**src/rtl/fir_pkg.sv**
```systemverilog
// Shared constants and types for the FIR tile and its result-capture path.
package fir_pkg;

    localparam int BYTE_W = 8;
    localparam int DATA_W = 2 * BYTE_W;

    typedef enum logic [0:0] {
        S_LO = 1'b0,
        S_HI = 1'b1
    } cap_state_t;

endpackage

```
**src/rtl/sync_fifo.sv**
```systemverilog
// Single-clock FIFO; storage is reset so the head output reads zero after reset.
module sync_fifo #(
    parameter int WIDTH = 16,
    parameter int DEPTH = 4,
    localparam int AW = $clog2(DEPTH),
    localparam int CW = AW + 1
) (
    input  logic             clk,
    input  logic             rst_n,
    input  logic             push,
    input  logic [WIDTH-1:0] din,
    input  logic             pop,
    output logic [WIDTH-1:0] dout,
    output logic             full,
    output logic             empty,
    output logic [CW-1:0]    count
);

    logic [WIDTH-1:0] mem [DEPTH];
    logic [AW-1:0]    wr_ptr;
    logic [AW-1:0]    rd_ptr;
    logic             pop_eff;
    logic             push_eff;

    assign full  = (count == CW'(DEPTH));
    assign empty = (count == '0);
    assign dout  = mem[rd_ptr];

    // A full FIFO still accepts a push when the head leaves in the same cycle;
    // the new word then lands in the slot the head vacates.
    assign pop_eff  = pop && !empty;
    assign push_eff = push && (!full || pop_eff);

    always_ff @(posedge clk or negedge rst_n) begin
        if (!rst_n) begin
            for (int i = 0; i < DEPTH; i++) begin
                mem[i] <= '0;
            end
        end else if (push_eff) begin
            mem[wr_ptr] <= din;
        end
    end

    always_ff @(posedge clk or negedge rst_n) begin
        if (!rst_n) begin
            wr_ptr <= '0;
            rd_ptr <= '0;
            count  <= '0;
        end else begin
            if (push_eff) begin
                wr_ptr <= wr_ptr + AW'(1);
            end
            if (pop_eff) begin
                rd_ptr <= rd_ptr + AW'(1);
            end
            if (push_eff && !pop_eff) begin
                count <= count + CW'(1);
            end else if (pop_eff && !push_eff) begin
                count <= count - CW'(1);
            end
        end
    end

endmodule

```
**src/rtl/fir_result_capture.sv**
```systemverilog
// Reassembles the FIR core's lo/hi byte stream into words and queues them
// for a valid/ready consumer, flagging words lost to a full queue.
module fir_result_capture
    import fir_pkg::*;
#(
    parameter int DATA_W = fir_pkg::DATA_W,
    parameter int BYTE_W = fir_pkg::BYTE_W,
    parameter int DEPTH  = 4,
    localparam int CW = $clog2(DEPTH) + 1
) (
    input  logic              clk,
    input  logic              rst_n,
    input  logic [BYTE_W-1:0] byte_in,
    input  logic              byte_vld,
    input  logic              byte_sync,
    output logic [DATA_W-1:0] word_out,
    output logic              word_vld,
    input  logic              word_rdy,
    output logic [CW-1:0]     fifo_cnt,
    output logic              overflow,
    input  logic              clr_ovf
);

    cap_state_t        state_q;
    logic [BYTE_W-1:0] lo_q;
    logic              push_word;
    logic              word_drop;
    logic              fifo_full;
    logic              fifo_empty;

    // Byte assembly: a sync-marked byte in S_HI restarts the word with itself
    // as the new low byte.
    always_ff @(posedge clk or negedge rst_n) begin
        if (!rst_n) begin
            state_q <= S_LO;
            lo_q    <= '0;
        end else if (byte_vld) begin
            case (state_q)
                S_LO: begin
                    lo_q    <= byte_in;
                    state_q <= S_HI;
                end
                S_HI: begin
                    if (byte_sync) begin
                        lo_q <= byte_in;
                    end else begin
                        state_q <= S_LO;
                    end
                end
                default: state_q <= S_LO;
            endcase
        end
    end

    assign push_word = byte_vld && (state_q == S_HI) && !byte_sync;
    assign word_drop = push_word && fifo_full && !word_rdy;

    always_ff @(posedge clk or negedge rst_n) begin
        if (!rst_n) begin
            overflow <= 1'b0;
        end else if (word_drop) begin
            overflow <= 1'b1;
        end else if (clr_ovf) begin
            overflow <= 1'b0;
        end
    end

    sync_fifo #(
        .WIDTH (DATA_W),
        .DEPTH (DEPTH)
    ) u_fifo (
        .clk   (clk),
        .rst_n (rst_n),
        .push  (push_word),
        .din   ({byte_in, lo_q}),
        .pop   (word_rdy),
        .dout  (word_out),
        .full  (fifo_full),
        .empty (fifo_empty),
        .count (fifo_cnt)
    );

    assign word_vld = !fifo_empty;

endmodule

```
**config.mk**
```make
export PLATFORM = sky130hd
export DESIGN_NAME = fir_result_capture
export DESIGN_NICKNAME = d
export VERILOG_FILES = /design/src/rtl/fir_pkg.sv /design/src/rtl/sync_fifo.sv /design/src/rtl/fir_result_capture.sv
export SDC_FILE = /design/constraint.sdc
export NUM_CORES = 1
export LEC_CHECK = 0
export ABC_AREA = 1
export ABC_CLOCK_PERIOD_IN_PS = 2500
export CORE_ASPECT_RATIO = 1.25
export CORE_MARGIN = 3
export CORE_UTILIZATION = 40
export CTS_BUF_LIST = sky130_fd_sc_hd__clkbuf_8
export DETAILED_ROUTE_END_ITERATION = 8
export SYNTH_ARGS = -nofsm -noshare
export SYNTH_HDL_FRONTEND = slang
export SYNTH_SLANG_ARGS = --single-unit
export TNS_END_PERCENT = 50
```
**constraint.sdc**
```tcl
create_clock -name clk -period 2.5 [get_ports clk]
set_input_delay 0.25 -clock clk [delete_from_list [all_inputs] [get_ports clk]]
set_output_delay 0.25 -clock clk [all_outputs]
set_load 0.01 [all_outputs]
```
# [Word level (Yosys, flattened, before mapping)]
# Index checks and enable logic that the tools add are counted.
[totals] reg_bits=81 inputBits=14
[op_classes] bitwise_logic=3 mux=14 n_lt_le_gt_ge=3 addsub=4 n_reduce_logical=20 eq_ne=2
[op_table] op="bitwise mux 64 bit" n=1
[op_table] op="two-way mux 16 bit" n=3
[op_table] op="binary-select mux 16 bit (select 2 bit)" n=1
[op_table] op="demux 16 bit (select 2 bit)" n=1
[op_table] op="case mux 8 bit (2 select lines)" n=1
[op_table] op="logical AND 1 bit" n=9
[op_table] op="two-way mux 8 bit" n=1
[op_table] op="greater-or-equal comparator 3 bit (second input constant)" n=2
[op_table] op="zero test 1 bit" n=6
[op_table] op="two-way mux 3 bit" n=2
[op_table] op="inverter 2 -> 3 bit" n=2
[op_table] op="adder 2 x 1 -> 2 bit (second input constant)" n=2
[op_table] op="nonzero test 2 bit" n=2
[op_table] op="adder 3 x 1 -> 3 bit (second input constant)" n=1
[op_table] op="== test 3 bit (second input constant)" n=1
[op_table] op="zero test 3 bit" n=1
[op_table] op="less-than comparator 3 x 1 -> 1 bit (second input constant)" n=1
[op_table] op="two-way mux 1 bit" n=3
[op_table] op="subtractor 3 x 1 -> 3 bit (second input constant)" n=1
[op_table] op="inequality test 2 bit (second input constant)" n=1
[op_table] op="case mux 1 bit (2 select lines)" n=1
[op_table] op="AND reduction 2 bit" n=1
[op_table] op="logical OR 1 bit" n=1
[op_table] op="inverter 1 bit" n=1

# [Logic depth before layout (Yosys ltp)]
[depth] ltp_word=9 ltp_mapped=13 depth_no_buf=12

# [Modules after synthesis]
# From an unflattened synthesis, not the netlist that was laid out.
[unflattened] cells_unflattened=474 hier_area_um2=3957.5
[by_module_without_submodules] mod="sync_fifo" cells_each=425 area_each_um2=3534.6 seq_area_each_um2=1776.7 instances=1
[by_module_without_submodules] mod="fir_result_capture" cells_each=49 area_each_um2=422.9 seq_area_each_um2=250.2 instances=1

# [Worst setup path after synthesis]
# Ideal clock, no wire load.
[synth_path] path_kind="register to register" startpoint="reg u_fifo.count[1]" endpoint="reg u_fifo.count[1]" path_slack_ps=559 setup_ps=117 stages_incl_launch_ff=11 arrival_ps=1825 period_less_slack_ps=1941 cell_sequence="dfrtp_1 -> nor2_2 -> nand2_4 -> buf_4 -> nand2_1 -> inv_2 -> ha_1 -> inv_1 -> fa_1 -> nand2_1 -> nand2_1"
[synth_between] elab_chain_len=8 word_cells_on_any_way=16 cone_classes="add/sub: 2; eq/ne: 1; mux: 2; reduce/logical: 11"
[synth_rtl] element="start, declared" line="sync_fifo.sv:16" source="output logic [CW-1:0] count"
[synth_rtl] element="start signal, assigned" line="sync_fifo.sv:57" source="count <= count + CW'(1);"
[synth_rtl] element="start signal, assigned" line="sync_fifo.sv:59" source="count <= count - CW'(1);"
[synth_rtl] element="zero test 3 bit" line="sync_fifo.sv:26" source="assign empty = (count == '0);"
[synth_rtl] element="zero test 1 bit" line="sync_fifo.sv:31" source="assign pop_eff = pop && !empty;"
[synth_rtl] element="logical AND 1 bit" line="sync_fifo.sv:31"
[synth_rtl] element="logical OR 1 bit (*)" line="sync_fifo.sv:32" source="assign push_eff = push && (!full || pop_eff);"
[synth_rtl] element="logical AND 1 bit (*)" line="sync_fifo.sv:32"
[synth_rtl] element="net u_fifo.push_eff" line="sync_fifo.sv:23" source="logic push_eff;"
[synth_rtl] element="zero test 1 bit" line="sync_fifo.sv:58" source="end else if (pop_eff && !push_eff) begin"
[synth_rtl] element="logical AND 1 bit" line="sync_fifo.sv:58"
[synth_rtl] element="nonzero test 2 bit (no line)"
# The timed path passes the listed nets; every way through them passes the cells marked *. The select of a mux whose other input is x is not followed.
# A chain may end at the register's enable or synchronous reset.

# [Worst setup path in the final report]
[layout_path] startpoint="reg u_fifo.rd_ptr[0]" endpoint="out word_out[5]"
[layout_between] elab_chain_len=4
[layout_rtl] element="start, declared" line="sync_fifo.sv:21" source="logic [AW-1:0] rd_ptr;"
[layout_rtl] element="start signal, assigned" line="sync_fifo.sv:54" source="rd_ptr <= rd_ptr + AW'(1);"
[layout_rtl] element="inverter 2 -> 3 bit (not written as such)" line="sync_fifo.sv:27" source="assign dout = mem[rd_ptr];"
[layout_rtl] element="binary-select mux 16 bit (select 2 bit)" line="sync_fifo.sv:27"
[layout_rtl] element="two-way mux 16 bit (not written as such) (2 in series)" line="sync_fifo.sv:27"
[layout_rtl] element="end, declared" line="fir_result_capture.sv:16" source="output logic [DATA_W-1:0] word_out,"
# No other way between the ends. The select of a mux whose other input is x is not followed.

==> run metrics <==
Tmin final 2261 ps; Critical Path End Type output port; total negative slack 0 ps; first-pass GRT wire length 17.26 mm; Remaining Overflow, GRT 0; PD cells 1267 nW/um2; htree depth 3; Slew Viols, Final 0; Worst R2R Setup Slack 540 ps; Yosys cell types 25; initial cell density of the core 41.95%; IO Pins 35; leading post-synthesis cells by cell area dfrtp_1, nand2_1, nand4_1, o21ai_0, nor2_1; Hold Vio Cnt, Final 0; Clock Skews 8.418 ps; post-DP HPWL 6.296 mm; Num CTS Buffers 9; vias in the first global route 3373; synthesis-stage register bit count 81; CTS tree built; Vias 3410; Yosys top cell by area dfrtp_1; initial antenna violation count 0; Antenna Nets Post-Route 0; routed len/inst 16.55 um; crit path kind reg2out; CP Launch Type register; 1st-pass router iterations 4; ANT cells 0; Seq/Total Area, Yosys 51.58%; crit-path max FO 33; commonest non-fill, non-tap cell in the layout nand2_1; switching share of power 40.11%; largest net degree at the start of global routing 54; unrepaired setup endpoints after global routing no; Final #Nets 515; CTS clk-pin slew, worst paths 80 ps; Yosys top cell area share 51.58%; chip width 94.66 um; Hold Crit Class in2reg; share of cells above drive strength 1 9.800%; mux contribution to synthesized area 0%; Ys Warns 0; Post-Route WL 10.31 mm; peak supply drop 0.5263 mV; pre-CTS WS 322.0 ps; Slew HR 53.69%; static leakage 2.273 nW; Synth Instances 465; GPL Wtd Cong 0.7889; worst slew pin tran 694.6 ps; post-synthesis simple-gate area fraction 30.44%; Clk pwr share 17.1%; Gate power share 45.2%; fmax 442.2 MHz; clk_lat worst skew 350 ps; Syn Area/Cell 8.452 um2; max_cap viols 0; status completed; Bufs on Longest Clock Path 2; DRT iter0 DRCs 272; Root Driver clkbuf_8; Vias/cell 5.474; # port buffers 34; area grow syn2layout 17.10%; Compound-Gate Fraction of Synth Area 8.150%; crit path DAT 2010 ps; Psw 0.002340 W; Core Box Area 9369 um2; drt drc 0; net count after synthesis 485; Row Count 39; Setup WS post-layout 238.8 ps; WP data required 2250 ps; Post-Synth Adder-Cell Area 2.101%; xor/xnor share of the synthesized area 0.8914%; gr usage total 20.31%; fin crit share 90.45%; clk sink count 81; die footprint 11060 um2; die extent in y 116.8 um; sequential share of power 37.8%; post-route core utilization 49.12%; synthesized cell area 3930 um2; count of final setup violators 0; Pint 0.003493 W; most frequent cells in the layout nand2_1, dfrtp_1, nand4_1; combinational family with the most area after synthesis simple AND/OR/NAND/NOR gates
==> synth_stat cells <==
cell	number
inv_2	2
nand2_1	150
nand2_2	1
clkbuf_1	12
buf_6	4
nand3_1	3
buf_4	2
inv_1	17
xor2_1	2
nand3_2	3
o21ai_0	43
nor2_8	1
nor2_2	2
dfrtp_1	81
buf_2	17
o22ai_1	16
buf_1	2
ha_1	5
xnor2_1	2
nor2_1	32
nand2_4	1
nand3_4	1
o21ai_1	1
fa_1	1
nand4_1	64
==> repair_timing <==
| item | CTS | global route |
|---|---|---|
| setup endpoints to repair | 0 | 1 |
| buffers inserted | 0 | 0 |
| hold endpoints to repair | 50 | 0 |
| hold buffers | 1 | 0 |
| gates resized for setup | 0 | 1 |
==> per-layer routing <==
| metal | routed length, um | track usage [%] |
|---|---|---|
| met5 | 0 | 0 |
| met4 | 114 | 5.967 |
| met2 | 5145 | 33.11 |
| met1 | 4593 | 27.25 |
| met3 | 459 | 4.540 |
==> registers in the layout, summed over array words and instances (netlist names) <==
name and flops:
u_fifo.count 3, lo_q 8, u_fifo.wr_ptr 2, state_q 1
overflow 1, u_fifo.mem 64, u_fifo.rd_ptr 2
==> critical path, cell delays in order, from the launching register on <==
cell and delay, ps:
dfrtp_1 380, inv_1 50, buf_4 310, o21ai_0 130, o22ai_1 180, clkdlybuf4s50_1 580
==> power by group through the flow <==
| stage | combinational (W) | sequential, W | clock (W) |
|---|---|---|---|
| final | 0.00263 | 0.00220 | 0.000996 |
| after global routing | 0.00294 | 0.00228 | 0.00108 |
| after floorplan | 0.00159 | 0.00214 | 0 |
| after detailed placement | 0.00266 | 0.00222 | 0 |
| after CTS | 0.00266 | 0.00219 | 0.00102 |
| after global placement | 0.00262 | 0.00220 | 0 |
==> logic make-up (layout without fill, tap and decap cells) <==
logic type / after synthesis / in the layout
xor gates and xnor gates: 4 / 4
DFF: 81 / 81
and+or+nand+nor: 258 / 258
AOI/OAI and AO/OA: 60 / 60
buffers and inverters: 56 / 91
adders and majority gates: 6 / 6
==> through the flow <==
stage | total power, W | cells | hold slack, ps | cell area (um2)
after floorplan | 0.003732 | 465 | -45.59 | 3930
after global placement | 0.004825 | 606 | 341.4 | 4382
after detailed placement | 0.004870 | 606 | 340.4 | 4382
after CTS | 0.005878 | 623 | 449.4 | 4598
after global routing | 0.006292 | 623 | 473.0 | 4602
final | 0.005833 | 623 | 461.5 | 4602
==> worst paths after layout <==
kind,start,to,cells after the start
worst max-delay path,u_fifo.rd_ptr[0],word_out[5],5
worst min-delay path,clr_ovf,overflow,2
worst max register to register,u_fifo.count[1],u_fifo.count[2],9
worst min register to register,u_fifo.mem[45],u_fifo.mem[45],2
max in group asynchronous,rst_n,u_fifo.mem[26],3
min in group asynchronous,rst_n,u_fifo.mem[54],2
==> layout make-up <==
type / count / area (um2)
repair buffers: 56 / 505.5
inverters: 19 / 75.07
clock buffers: 11 / 151.4
well taps: 123 / 153.9
flip-flops and latches: 81 / 2027
fillers: 942 / 4767
multi-input cells: 328 / 1634
clock inverters: 5 / 55.05
(Power assumes the default switching activity.)
